[config.mk]
export PLATFORM = sky130hd
export DESIGN_NAME = store_narrower
export DESIGN_NICKNAME = d
export VERILOG_FILES = /design/src/rtl/store_pkg.sv /design/src/rtl/store_narrower_byte_lane_select.sv /design/src/rtl/store_narrower.sv
export SDC_FILE = /design/constraint.sdc
export NUM_CORES = 1
export LEC_CHECK = 0
export ABC_AREA = 1
export CORE_MARGIN = 1
export CORE_UTILIZATION = 43
export DETAILED_ROUTE_END_ITERATION = 6
export GPL_ROUTABILITY_DRIVEN = 0
export HOLD_SLACK_MARGIN = 0.02
export PLACE_DENSITY = 0.77
export SLEW_MARGIN = 10
export SYNTH_ARGS = -nofsm -noshare
export SYNTH_HDL_FRONTEND = slang
export SYNTH_SLANG_ARGS = --single-unit
[constraint.sdc]
create_clock -name clk -period 1.6 [get_ports clk]
set_input_delay 0.16 -clock clk [delete_from_list [all_inputs] [get_ports clk]]
set_output_delay 0.16 -clock clk [all_outputs]
set_load 0.02 [all_outputs]
[src/rtl/store_pkg.sv]
// Shared definitions for the store path and its load-side counterpart.
//   - Access size encodings (shared with the load-side extension logic).
//   - Store FSM state encoding.
//   - size_to_count: maps an access size to the number of bytes written.
//   - is_misaligned: natural-alignment test used when ALIGN_CHECK_EN is defined.
package store_pkg;

  localparam logic [1:0] SZ_BYTE = 2'b00;
  localparam logic [1:0] SZ_HALF = 2'b01;
  localparam logic [1:0] SZ_WORD = 2'b10;

  typedef enum logic [1:0] {
    IDLE  = 2'd0,
    WRITE = 2'd1,
    DONE  = 2'd2
  } state_t;

  // The reserved encoding 2'b11 behaves as a word.
  function automatic logic [2:0] size_to_count(input logic [1:0] size);
    logic [2:0] cnt;
    case (size)
      SZ_BYTE: cnt = 3'd1;
      SZ_HALF: cnt = 3'd2;
      default: cnt = 3'd4;
    endcase
    return cnt;
  endfunction

  function automatic logic is_misaligned(input logic [1:0] size,
                                         input logic [1:0] addr_lo);
    logic mis;
    case (size)
      SZ_BYTE: mis = 1'b0;
      SZ_HALF: mis = addr_lo[0];
      default: mis = (addr_lo != 2'b00);
    endcase
    return mis;
  endfunction

endpackage

[src/rtl/store_narrower_byte_lane_select.sv]
// byte_lane_select: picks one little-endian byte lane out of a 32-bit word.
// Ports:
//   word  in  32  source word
//   idx   in  2   lane index (0 = bits 7:0)
//   lane  out 8   selected byte
module byte_lane_select (
  input  logic [31:0] word,
  input  logic [1:0]  idx,
  output logic [7:0]  lane
);

  always_comb begin
    lane = 8'h00;
    case (idx)
      2'd0: lane = word[7:0];
      2'd1: lane = word[15:8];
      2'd2: lane = word[23:16];
      2'd3: lane = word[31:24];
      default: lane = 8'h00;
    endcase
  end

endmodule

[src/rtl/store_narrower.sv]
// store_narrower: narrows a 32-bit register operand to byte/halfword/word
// and writes it byte-serially, little-endian, over an 8-bit memory port.
// One request per st_valid/st_ready handshake; each byte is held on the
// memory port until mem_ack; st_done pulses for one cycle at the end.
//
// Optional feature macro: ALIGN_CHECK_EN. When defined, misaligned halfword
// or word requests are accepted but not written, and st_err pulses instead
// of st_done. When undefined, st_err is tied to 0 and misaligned stores are
// written at the given byte addresses.
//
// Ports:
//   clk        in   1       clock, rising edge
//   rst_n      in   1       synchronous active-low reset
//   st_valid   in   1       store request valid
//   st_ready   out  1       ready for a request (IDLE only)
//   st_size    in   2       00 byte, 01 half, 10 word, 11 word
//   st_addr    in   ADDR_W  byte address
//   st_data    in   DATA_W  register value, low-order bytes used
//   mem_we     out  1       byte write request
//   mem_addr   out  ADDR_W  address of current byte
//   mem_wdata  out  8       current byte
//   mem_ack    in   1       memory accepted the byte
//   st_done    out  1       store completed pulse
//   st_err     out  1       store rejected pulse
module store_narrower
  import store_pkg::*;
#(
  parameter int ADDR_W = 32,
  parameter int DATA_W = 32
) (
  input  logic              clk,
  input  logic              rst_n,
  input  logic              st_valid,
  output logic              st_ready,
  input  logic [1:0]        st_size,
  input  logic [ADDR_W-1:0] st_addr,
  input  logic [DATA_W-1:0] st_data,
  output logic              mem_we,
  output logic [ADDR_W-1:0] mem_addr,
  output logic [7:0]        mem_wdata,
  input  logic              mem_ack,
  output logic              st_done,
  output logic              st_err
);

  state_t            state, state_nxt;
  logic [DATA_W-1:0] data_q;
  logic [ADDR_W-1:0] addr_q;
  logic [1:0]        idx_q;
  logic [2:0]        cnt_q;
  logic              err_q;
  logic              reject;
  logic              last_byte;
  logic [7:0]        lane;

`ifdef ALIGN_CHECK_EN
  assign reject = is_misaligned(st_size, st_addr[1:0]);
`else
  assign reject = 1'b0;
`endif

  assign last_byte = (({1'b0, idx_q} + 3'd1) == cnt_q);

  // Next-state logic
  always_comb begin
    state_nxt = state;
    case (state)
      IDLE:    if (st_valid) state_nxt = reject ? DONE : WRITE;
      WRITE:   if (mem_ack && last_byte) state_nxt = DONE;
      DONE:    state_nxt = IDLE;
      default: state_nxt = IDLE;
    endcase
  end

  // State and request registers
  always_ff @(posedge clk) begin
    if (!rst_n) begin
      state  <= IDLE;
      data_q <= '0;
      addr_q <= '0;
      idx_q  <= 2'd0;
      cnt_q  <= 3'd0;
      err_q  <= 1'b0;
    end else begin
      state <= state_nxt;
      case (state)
        IDLE: begin
          if (st_valid) begin
            data_q <= st_data;
            addr_q <= st_addr;
            cnt_q  <= size_to_count(st_size);
            idx_q  <= 2'd0;
            err_q  <= reject;
          end
        end
        WRITE: begin
          if (mem_ack && !last_byte) idx_q <= idx_q + 2'd1;
        end
        default: begin
        end
      endcase
    end
  end

  byte_lane_select u_lane (
    .word (data_q[31:0]),
    .idx  (idx_q),
    .lane (lane)
  );

  // Memory port is driven to zero outside WRITE so stale request data
  // never appears on the bus.
  assign st_ready  = (state == IDLE);
  assign mem_we    = (state == WRITE);
  assign mem_addr  = (state == WRITE) ? (addr_q + ADDR_W'(idx_q)) : '0;
  assign mem_wdata = (state == WRITE) ? lane : 8'h00;
  assign st_done   = (state == DONE) && !err_q;

`ifdef ALIGN_CHECK_EN
  assign st_err = (state == DONE) && err_q;
`else
  assign st_err = 1'b0;
`endif

endmodule

==> impl_metrics.csv <==
group,metric,value,unit
clock_tree,numCtsBuffers,9,
run,drv_cap,0,
setup_path,required,1.44,ns
setup_path,crit_start,"addr_q[0]",
setup_path,reg2reg_slack,0,ns
sta,drv_slew,0,
floorplanning,initial_core_util,44.0,%
clock_tree,clkTransAtPathRegs,0.08,ns
drt,dr_total_vias,4671,
sta,min_period_over_period,135,%
finish,nNetsFinal,855,
setup_path,worstPathArrival,2.01,ns
global_routing,grt_start_max_net_pins,50,
floorplanning,io_pins,114,
finish,drive_gt1_share,31.3,%
floorplanning,coreArea,8680,sq um
synthesis,ys_warn_count,0,
clock_tree,cts_hold_buf,0,
floorplanning,die-area,9270,sq um
sta,timing.final.crit_period,2.17,ns
synthesis,netlist_instances,605,
setup_path,critical_path_class,"register to output port",
global_routing,grt_pass1_vias,4461,
synthesis,synth_area_leaders,"dfxtp_1 (37%), nor2_1 (17%), nand2_1 (11%)",
global_routing,globalRouteOverflowTotal,0,
global_routing,grt_first_pass_wirelength,20.0,mm
sta,finalHoldViolations,0,
power,leakagePower,2.50,nW
synthesis,ys_seq_area_share,37.2,%
floorplanning,rows,34,
synthesis,synth.top_cell.area_share,37.2,%
floorplanning,die_h,96.3,um
setup_path,worst-path-max-fanout,3,
clock_tree,cts_num_sinks,71,
drt,ant_nets,0,
sta,clock.fmax,461,MHz
clock_tree,cts-root-buf,"clkbuf_8",
hold_path,hp-start,"st_data[9]",
synthesis,yosysUniqueCellTypes,32,
sta,worst_slack,-0.568,ns
drt,drcViolationCount,0,
hold_path,whs_endpoint,"data_q[9]",
synthesis,avgSynthCellArea,6.32,sq um
setup_path,reg2regPathDepth,11,
setup_path,worstReg2RegStart,"idx_q[0]",
sta,setup_violations,40,
drt,viasPerCell,5.24,
hold_path,hold_depth,3,
placed_design,post-dp-hpwl,9.35,mm
setup_path,start_kind,"register",
finish,diodes,0,
sta,finalClockSkew,0.0102,ns
synthesis,syn-num-nets,682,
hold_path,hold_path.class,"input pin to register",
clock_tree,insertion_delay,0.34,ns
synthesis,yosysTopAreaCell,"dfxtp_1",
power,vdd_drop_max,0.539,mV
global_routing,antenna_found_initial,0,
clock_tree,clockBufferDepth,2,
run_status,status,"finished, violations left",
drt,wirelength,12.9,mm
synthesis,synth.cell_area,3820,sq um
power,power,4.78,mW
power,p_per_area,765,nW/um^2
clock_tree,htreeDepth,3,
clock_tree,cts_tree,"done",
setup_path,critPathCaptureType,"output port",
finish,area_delta_synth_final,63.7,%
drt,drt_iter0_markers,257,
drt,drt-pass1-iter-count,5,
sta,rsz0062_at_grt,"yes",
placed_design,dp_slack,-0.731,ns
placed_design,numPortBuffers,112,
floorplanning,die_x,96.3,um
drt,wl_per_cell,14.5,um
synthesis,ys_seq_elements,71,
global_routing,gr-usage-all-layers,28.3,%
run_status,violations,"setup timing",
setup_path,r2r-end,"idx_q[1]",
-- where the power goes --
part           internal, mW  total [mW]  switching (mW)
clock network         0.816        1.51           0.697
logic                 0.577        1.21           0.630
registers              1.93        2.06           0.138
-- flip-flops by register name (all words and copies together), names as in the netlist --
| name | cells |
|---|---|
| addr_q | 32 |
| data_q | 32 |
| state | 2 |
| idx_q | 2 |
| cnt_q | 3 |
-- routing by layer --
metal	track usage [%]	share of wire, %	up-vias
li1	-	-	2285
met3	4.58	6.2	30
met4	11.4	2.5	0
met5	0	0	-
met1	33.3	41	2163
met2	50.8	50	193
-- Yosys cell counts, drive strengths merged --
cell type  instances
nor2             179
nand2            119
o21ai             84
dfxtp             71
a21oi             38
inv               34
clkbuf            17
nand3             15
buf               13
a31oi              8
ha                 6
nor3               3
xnor2              3
a21o               2
nand4              2
o21a               2
xor2               2
a22oi              1
and3               1
clkinv             1
conb               1
fa                 1
nand3b             1
nor4               1
-- cell families after synthesis --
group           share of synthesized area [%]
simple gates                             34.1
buf+inv                                  6.75
flops                                    37.2
other cells                            0.0981
xor+xnor                                 1.15
fa+ha+maj                                2.49
compound gates                           18.3
-- worst max-delay path by stage --
stage / end / slack, ns / depth (start not counted)
2_1_floorplan: mem_addr[24] / -0.12 / 9
3_3_place_gp: mem_addr[30] / -0.67 / 11
3_5_place_dp: mem_addr[30] / -0.73 / 11
4_1_cts: mem_addr[14] / -0.59 / 10
5_1_grt: mem_addr[20] / -0.65 / 11
6_report: mem_addr[16] / -0.57 / 10
-- stage by stage --
step | instances | instance area (sq um) | TNS [ns] | hold slack, ns | utilization (%)
4_1_cts | 884 | 6040 | -15.73 | 0.417 | 69.6
3_5_place_dp | 864 | 5670 | -22.04 | 0.473 | 65.3
3_3_place_gp | 864 | 5670 | -20.26 | 0.456 | 65.3
2_1_floorplan | 605 | 3970 | -0.701 | 0.308 | -
6_report | 891 | 6250 | -15.72 | 0.430 | 72.1
5_1_grt | 891 | 6250 | -19.25 | 0.441 | 72.1
-- layout make-up --
type	instances	area [sq um]
well taps	108	135
multi-input cells	469	2560
repair buffers	192	1750
clock buffers	11	151
flip-flops and latches	71	1440
inverters	35	149
fillers	640	2420
clock inverters	5	63.8
-- placed cells by master, fill, tap and decap left out, types with 10 or more instances in the layout --
master,count
clkbuf_8,11
nand3_1,10
buf_4,84
dfxtp_1,61
nand2_1,99
buf_6,26
o21ai_1,12
o21ai_0,68
a21oi_1,27
nor2_1,146
inv_1,25
nand2_2,17
nor2_4,16
nor2_2,17
clkdlybuf4s50_1,69
-- timing repair --
item / in CTS / in global routing
endpoints found under the hold margin: 0 / 0
buffers inserted: 4 / 9
cloned: 0 / 0
gates resized for setup: 277 / 56
endpoints found under the setup margin: 46 / 63
pin swaps: 24 / 23
-- worst max-delay path, stage by stage (launching register included) --
cell     delay, ns
dfxtp_2       0.34
ha_4          0.16
fa_2          0.36
nand2_4       0.12
nor2_4        0.05
nand2_2       0.09
buf_4         0.13
nor2_4        0.04
xnor2_1       0.12
nor2_2        0.11
buf_6         0.13
Note: power is estimated with default switching activity, not from simulation.
